===== src/rtl/lvds_frame_tx.sv =====
// lvds_frame_tx: ADC-style LVDS framer/serializer, two bits per dco cycle per lane, MSB first.
// Defining LVDS_TX_PATTERN_EN adds the internal ramp/alternate/midscale pattern source.
module lvds_frame_tx #(
    parameter int LANES = 8,
    parameter int BITS  = 14
) (
    input  logic                    i_dco,
    input  logic                    i_rst,
    input  logic                    i_en,
    input  logic [LANES*BITS-1:0]   i_din,
    input  logic                    i_din_valid,
    output logic                    o_din_ready,
    input  logic [1:0]              i_pat_mode,
    output logic [LANES-1:0]        o_d1,
    output logic [LANES-1:0]        o_d2,
    output logic                    o_fco1,
    output logic                    o_fco2,
    output logic                    o_frame_start,
    output logic                    o_underrun
);
    localparam int SLOTS = BITS / 2;
    localparam int SW = (SLOTS > 1) ? $clog2(SLOTS) : 1;
    localparam logic [SW-1:0] LAST = SW'(SLOTS - 1);

    typedef enum logic [0:0] {
        ST_IDLE = 1'b0,
        ST_RUN  = 1'b1
    } state_t;

    state_t          r_state;
    state_t          w_state_nxt;
    logic [SW-1:0]   r_s;
    logic [SW-1:0]   w_s_nxt;
    logic            w_load;
    logic            w_pass;
    logic [BITS-1:0] r_shift [LANES];
    logic [BITS-1:0] r_hold  [LANES];
    logic [BITS-1:0] w_word  [LANES];

    // Frame clock is high while the bit index within the frame is below BITS/2.
    function automatic logic [1:0] fco_bits(input logic [SW-1:0] k);
        int idx;
        idx = 2 * int'(k);
        return {(idx < SLOTS), ((idx + 1) < SLOTS)};
    endfunction

`ifdef LVDS_TX_PATTERN_EN
    function automatic logic [BITS-1:0] alt_word(input logic odd_set);
        logic [BITS-1:0] w;
        for (int j = 0; j < BITS; j++) begin
            w[j] = ((j % 2) == 1) ? odd_set : ~odd_set;
        end
        return w;
    endfunction

    localparam logic [BITS-1:0] ALT_A = alt_word(1'b1);
    localparam logic [BITS-1:0] ALT_B = alt_word(1'b0);
    localparam logic [BITS-1:0] MID   = {1'b1, {(BITS-1){1'b0}}};

    logic [BITS-1:0] r_cnt;
    logic            r_alt;

    assign w_pass = (i_pat_mode == 2'd0);

    // Word to load: din, the held word on underrun, or a pattern word.
    always_comb begin
        for (int i = 0; i < LANES; i++) begin
            w_word[i] = r_hold[i];
            case (i_pat_mode)
                2'd0:    w_word[i] = i_din_valid ? i_din[i*BITS +: BITS] : r_hold[i];
                2'd1:    w_word[i] = r_cnt + BITS'(i);
                2'd2:    w_word[i] = r_alt ? ALT_B : ALT_A;
                2'd3:    w_word[i] = MID;
                default: w_word[i] = r_hold[i];
            endcase
        end
    end

    // Ramp counter and alternate phase advance once per frame of their own mode.
    always_ff @(posedge i_dco) begin
        if (i_rst) begin
            r_cnt <= '0;
            r_alt <= 1'b0;
        end else if (w_load) begin
            if (i_pat_mode == 2'd1) r_cnt <= r_cnt + {{(BITS-1){1'b0}}, 1'b1};
            if (i_pat_mode == 2'd2) r_alt <= ~r_alt;
        end
    end
`else
    logic w_unused_pat;

    assign w_pass       = 1'b1;
    assign w_unused_pat = ^i_pat_mode;

    // Word to load: din, or the held word on underrun.
    always_comb begin
        for (int i = 0; i < LANES; i++) begin
            w_word[i] = i_din_valid ? i_din[i*BITS +: BITS] : r_hold[i];
        end
    end
`endif

    assign o_din_ready = w_load & w_pass & ~i_rst;

    // Next state and slot; a load happens on IDLE+en or last slot+en.
    always_comb begin
        w_state_nxt = r_state;
        w_s_nxt     = r_s;
        w_load      = 1'b0;
        case (r_state)
            ST_IDLE: begin
                w_s_nxt = '0;
                if (i_en) begin
                    w_load      = 1'b1;
                    w_state_nxt = ST_RUN;
                end else begin
                    w_state_nxt = ST_IDLE;
                end
            end
            ST_RUN: begin
                if (r_s == LAST) begin
                    w_s_nxt = '0;
                    if (i_en) begin
                        w_load      = 1'b1;
                        w_state_nxt = ST_RUN;
                    end else begin
                        w_state_nxt = ST_IDLE;
                    end
                end else begin
                    w_s_nxt     = r_s + SW'(1);
                    w_state_nxt = ST_RUN;
                end
            end
            default: begin
                w_state_nxt = ST_IDLE;
                w_s_nxt     = '0;
            end
        endcase
    end

    // State, slot counter and sticky underrun flag.
    always_ff @(posedge i_dco) begin
        if (i_rst) begin
            r_state    <= ST_IDLE;
            r_s        <= '0;
            o_underrun <= 1'b0;
        end else begin
            r_state <= w_state_nxt;
            r_s     <= w_s_nxt;
            if (w_load && w_pass && !i_din_valid) o_underrun <= 1'b1;
        end
    end

    // Serial outputs: registered slot bits of the word in flight, zero when idle.
    always_ff @(posedge i_dco) begin
        if (i_rst) begin
            o_d1          <= '0;
            o_d2          <= '0;
            o_fco1        <= 1'b0;
            o_fco2        <= 1'b0;
            o_frame_start <= 1'b0;
            for (int i = 0; i < LANES; i++) begin
                r_shift[i] <= '0;
                r_hold[i]  <= '0;
            end
        end else begin
            o_frame_start <= w_load;
            if (w_state_nxt == ST_RUN) begin
                {o_fco1, o_fco2} <= fco_bits(w_s_nxt);
            end else begin
                {o_fco1, o_fco2} <= 2'b00;
            end
            for (int i = 0; i < LANES; i++) begin
                if (w_load) begin
                    o_d1[i]    <= w_word[i][BITS-1];
                    o_d2[i]    <= w_word[i][BITS-2];
                    r_shift[i] <= w_word[i] << 2;
                    if (w_pass && i_din_valid) r_hold[i] <= i_din[i*BITS +: BITS];
                end else if (w_state_nxt == ST_RUN) begin
                    o_d1[i]    <= r_shift[i][BITS-1];
                    o_d2[i]    <= r_shift[i][BITS-2];
                    r_shift[i] <= r_shift[i] << 2;
                end else begin
                    o_d1[i] <= 1'b0;
                    o_d2[i] <= 1'b0;
                end
            end
        end
    end
endmodule


===== config.mk =====
export PLATFORM = sky130hd
export DESIGN_NAME = lvds_frame_tx
export DESIGN_NICKNAME = d
export VERILOG_FILES = /design/src/rtl/lvds_frame_tx.sv
export SDC_FILE = /design/constraint.sdc
export NUM_CORES = 1
export LEC_CHECK = 0
export CORE_UTILIZATION = 40
export CTS_BUF_LIST = sky130_fd_sc_hd__clkbuf_8
export CTS_CLUSTER_SIZE = 20
export DETAILED_ROUTE_END_ITERATION = 12
export SLEW_MARGIN = 5
export SYNTH_ARGS = -nofsm -noshare
export SYNTH_HDL_FRONTEND = slang
export SYNTH_SLANG_ARGS = --single-unit

===== constraint.sdc =====
create_clock -name i_dco -period 3.05 [get_ports i_dco]
set_input_delay 0.305 -clock i_dco [delete_from_list [all_inputs] [get_ports i_dco]]
set_output_delay 0.305 -clock i_dco [all_outputs]
set_load 0.1 [all_outputs]

==> results.md <==
- The flow ran to the end, and the final reports show no timing, DRC or antenna violations.
- The share of the Yosys chip area taken by registers is 0.639.
- The highest attainable clock frequency is 394 MHz.
- In the global route stage, met1 resource usage came out at 0.224.
- The routed layout has 6331 vias.
- CTS built an H-tree with a depth of 2.
- For met2 alone, demand over resource in global routing was 0.270.
- The via count of the first global-routing pass is 6607.
- The clock latency on the worst-skew pair is 520 ps.
- Synthesis produced a netlist whose cell count is 705.
- After detailed routing, the number of vias per cell comes to 5.26.
- The global-route total usage across every layer is 0.168.
- The instance area at placement is 12100 sq um.
- Summing all non-filler instances in the final layout gives an area of 12900 sq um.
- Setup repair after global routing left no endpoint under its margin.
- The layout overhead on the synthesized area is 22.1%.
- In this run the core area contains 59 standard-cell rows.
- In this run the worst hold path is classified as in -> reg.
- The most used routing layer in global routing is met2.
- Registers take 6730 sq um.
- On the final layout, the worst clock skew is 8.56 ps.
- The final number of setup-violating endpoints is 0.
- The worst slew slack as a fraction of its limit is 0.279.
- The area inside the core boundary is 25900 sq um.
- The floorplan step set the die height to 164 um.
- For the final routed database, the setup TNS stands at 0 ps.
- In this run the remaining antenna-violating nets after routing total 0.
- The power density of the placed cells is 577 nW/um^2.
- The peak fanout along the critical path is 36.
- For met3 alone, demand over resource in global routing was 0.0407.
- For this design the static power due to leakage is 5.10 nW.
- Leaving out fill and tap cells, the most frequent cells in the layout are sky130_fd_sc_hd__edfxtp_1 (208), sky130_fd_sc_hd__clkdlybuf4s50_1 (127), sky130_fd_sc_hd__mux2i_1 (101).
- The remaining global-route overflow is 0.
- The post-synthesis instance area is 10500 sq um.
- The clock tree from TritonCTS is yes.
- The number of DRC markers in iteration 0 is 318.
- The flip-flop and latch count after synthesis is 232.
- The buffer cell driving the clock tree root is sky130_fd_sc_hd__clkbuf_8.
- Pin placement for this block handled 139 I/O pins.
- The pin count of the biggest net entering global routing is 94.
- The DRC violations left is 0.
- By area the synthesized netlist is led by sky130_fd_sc_hd__edfxtp_1 (59%), sky130_fd_sc_hd__mux2i_1 (9.6%), sky130_fd_sc_hd__o2bb2ai_2 (6.3%), sky130_fd_sc_hd__dfxtp_1 (4.6%), sky130_fd_sc_hd__and3_1 (4.3%).
- The HPWL after detailed placement is 13.4 mm.
- For this run, the number of Yosys warnings is 0.
- The routed wire length per instance is 18.5 um.
- Synthesis instantiated 37 different standard cells from the library.
- The net count after synthesis is 823.
- The area of the die is 27000 sq um.
- The die outline width is 164 um.
- Gates resized during post-CTS repair numbered 0.
- The wire length of the first global-routing pass is 35.2 mm.
- The largest vdd supply drop is 0.000268 V.
- The startpoint kind of the worst setup timing path is a register.
- The number of pins with negative max-slew slack in the final report is 0.
- In the final layout, the multi-input gates occupy 3390 sq um.
- The post-cts hold buffer count is 0.
- In this run the post-CTS setup repair buffer count came out at 0.
- The routed design has 22.3 mm of wire.
- Of the post-synthesis cell area, the dominant cell type holds 0.593.
- The synthesized design spends more area on one cell type than any other, namely sky130_fd_sc_hd__edfxtp_1.
- The number of I/O port buffers is 136.
- The first-pass detailed-route iteration total is 6.
- The post-layout worst setup margin is 513 ps.
- The ratio of final minimum period to clock period is 0.832.
- The category of the critical setup timing path is reg -> out.
- Across the run, the number of max-cap violations was 0.
- The net count of the finished layout is 953.
- The library cell used most frequently in the layout, excluding fill and tap cells, is sky130_fd_sc_hd__edfxtp_1.
- After clock tree synthesis, the clock-pin slew on the worst setup and hold paths is 50 ps.
- The weighted congestion reported at the end of routability-driven placement is 0.750.
- The clock sink count is 232.
- The starting utilization of the core area is 0.406.
- The filler cells instantiated in the layout total 2231.
- Data arrives at the worst endpoint at 2230 ps.
- The post-synthesis area per instance is 14.9 sq um.
- The post-route minimum period is 2540 ps.
- Counting along the longest clock path gives a buffer depth of 3.
- The post-placement worst setup slack is 722 ps.
- The kind of capture point of the worst setup path is a primary output.
- The initial antenna violation count is 1.
- The number of hold-slack violations in the final timing report came to 0.
- In this run, CTS created clock tree buffers numbering 42.
- The worst-margin pin slew is 1080 ps.
- At the worst endpoint, the required time is 2740 ps.
- Of the cells placed in the final design, the portion with a size suffix greater than 1 is 0.159.
-- layout make-up --
| class | count | area share |
|---|---|---|
| multi-input cells | 403 | 0.263 |
| repair buffers | 151 | 0.120 |
| clock buffers | 46 | 0.0492 |
| flip-flops and latches | 232 | 0.523 |
| inverters | 5 | 0.00165 |
| diodes | 1 | 0.000195 |
| clock inverters | 31 | 0.00964 |
| well taps | 335 | 0.0326 |
-- layer usage --
layer | share of wire | wire, um
met1 | 0.45 | 10100
met2 | 0.47 | 10400
met3 | 0.063 | 1410
met4 | 0.019 | 433
met5 | 0 | 0
-- Yosys cell counts --
cell                          n
sky130_fd_sc_hd__edfxtp_1   208
sky130_fd_sc_hd__mux2i_1    101
sky130_fd_sc_hd__and3_1      72
sky130_fd_sc_hd__o2bb2ai_2   44
sky130_fd_sc_hd__nor2b_1     28
sky130_fd_sc_hd__clkbuf_1    24
sky130_fd_sc_hd__dfxtp_1     24
sky130_fd_sc_hd__o2bb2ai_1   23
sky130_fd_sc_hd__a211oi_1    21
sky130_fd_sc_hd__nor3_1      21
sky130_fd_sc_hd__buf_6       19
sky130_fd_sc_hd__nor2_1      18
sky130_fd_sc_hd__buf_2       17
sky130_fd_sc_hd__nand2b_1    15
sky130_fd_sc_hd__nand2_1     13
sky130_fd_sc_hd__a21oi_2     12
sky130_fd_sc_hd__nand4b_1     9
sky130_fd_sc_hd__o31ai_1      9
sky130_fd_sc_hd__inv_1        4
sky130_fd_sc_hd__buf_1        3
sky130_fd_sc_hd__a221oi_1     2
sky130_fd_sc_hd__buf_4        2
sky130_fd_sc_hd__or2_2        2
sky130_fd_sc_hd__a211o_1      1
sky130_fd_sc_hd__a21o_1       1
sky130_fd_sc_hd__a31o_2       1
sky130_fd_sc_hd__and2_1       1
sky130_fd_sc_hd__and3b_1      1
sky130_fd_sc_hd__inv_4        1
sky130_fd_sc_hd__nand3b_4     1
sky130_fd_sc_hd__nor2_2       1
sky130_fd_sc_hd__nor2_4       1
sky130_fd_sc_hd__o21ai_0      1
sky130_fd_sc_hd__o21bai_1     1
sky130_fd_sc_hd__o22ai_1      1
sky130_fd_sc_hd__o41ai_1      1
sky130_fd_sc_hd__xnor2_1      1
-- logic make-up after synthesis --
logic type             after synthesis  synth area share
XOR/XNOR                             1          0.000832
buffers and inverters               70            0.0415
flip-flops                         232             0.639
AND/OR/NAND/NOR                    183             0.103
AO/OA/AOI/OAI                      118             0.120
multiplexers                       101            0.0960
-- stage by stage --
| stage | instances | util | hold slack [ps] | total power, W |
|---|---|---|---|---|
| 2_1_floorplan | 705 | - | 426 | 0.00454 |
| 3_3_place_gp | 1126 | 0.467 | 432 | 0.00486 |
| 3_5_place_dp | 1126 | 0.467 | 442 | 0.00490 |
| 4_1_cts | 1203 | 0.496 | 115 | 0.00753 |
| 5_1_grt | 1203 | 0.496 | 125 | 0.00776 |
| 6_report | 1204 | 0.496 | 162 | 0.00741 |
-- report_power, final --
part	internal, W	switching (W)	leakage [nW]	total [W]
Clock	0.00138	0.00121	0.460	0.00260
Combinational	0.000376	0.000571	2.19	0.000947
Sequential	0.00378	0.0000940	2.46	0.00387
Total	0.00553	0.00188	5.10	0.00741
-- worst max-delay path, cell delays in order (launching register included) --
cell	delay (ps)
sky130_fd_sc_hd__dfxtp_1	500
sky130_fd_sc_hd__nand3b_4	240
sky130_fd_sc_hd__a211o_4	420
sky130_fd_sc_hd__inv_4	320
sky130_fd_sc_hd__buf_12	230
-- path summary, 6_finish.rpt --
path	start	end	slack, ps	cells past startpoint
min reg2reg	r_shift[0][71]	o_d1[5]	450	1
max	r_s[1]	o_din_ready	510	4
max reg2reg	r_s[1]	r_hold[1][48]	760	5
min	i_rst	o_underrun	160	2
-- sequential cells by signal, indices dropped and copies added (netlist names) --
name           cells
o_d1               8
o_d2               8
o_fco1             1
o_fco2             1
o_frame_start      1
o_underrun         1
r_hold           112
r_s                3
r_shift           96
r_state            1
Note: power is estimated with default switching activity, not from simulation.
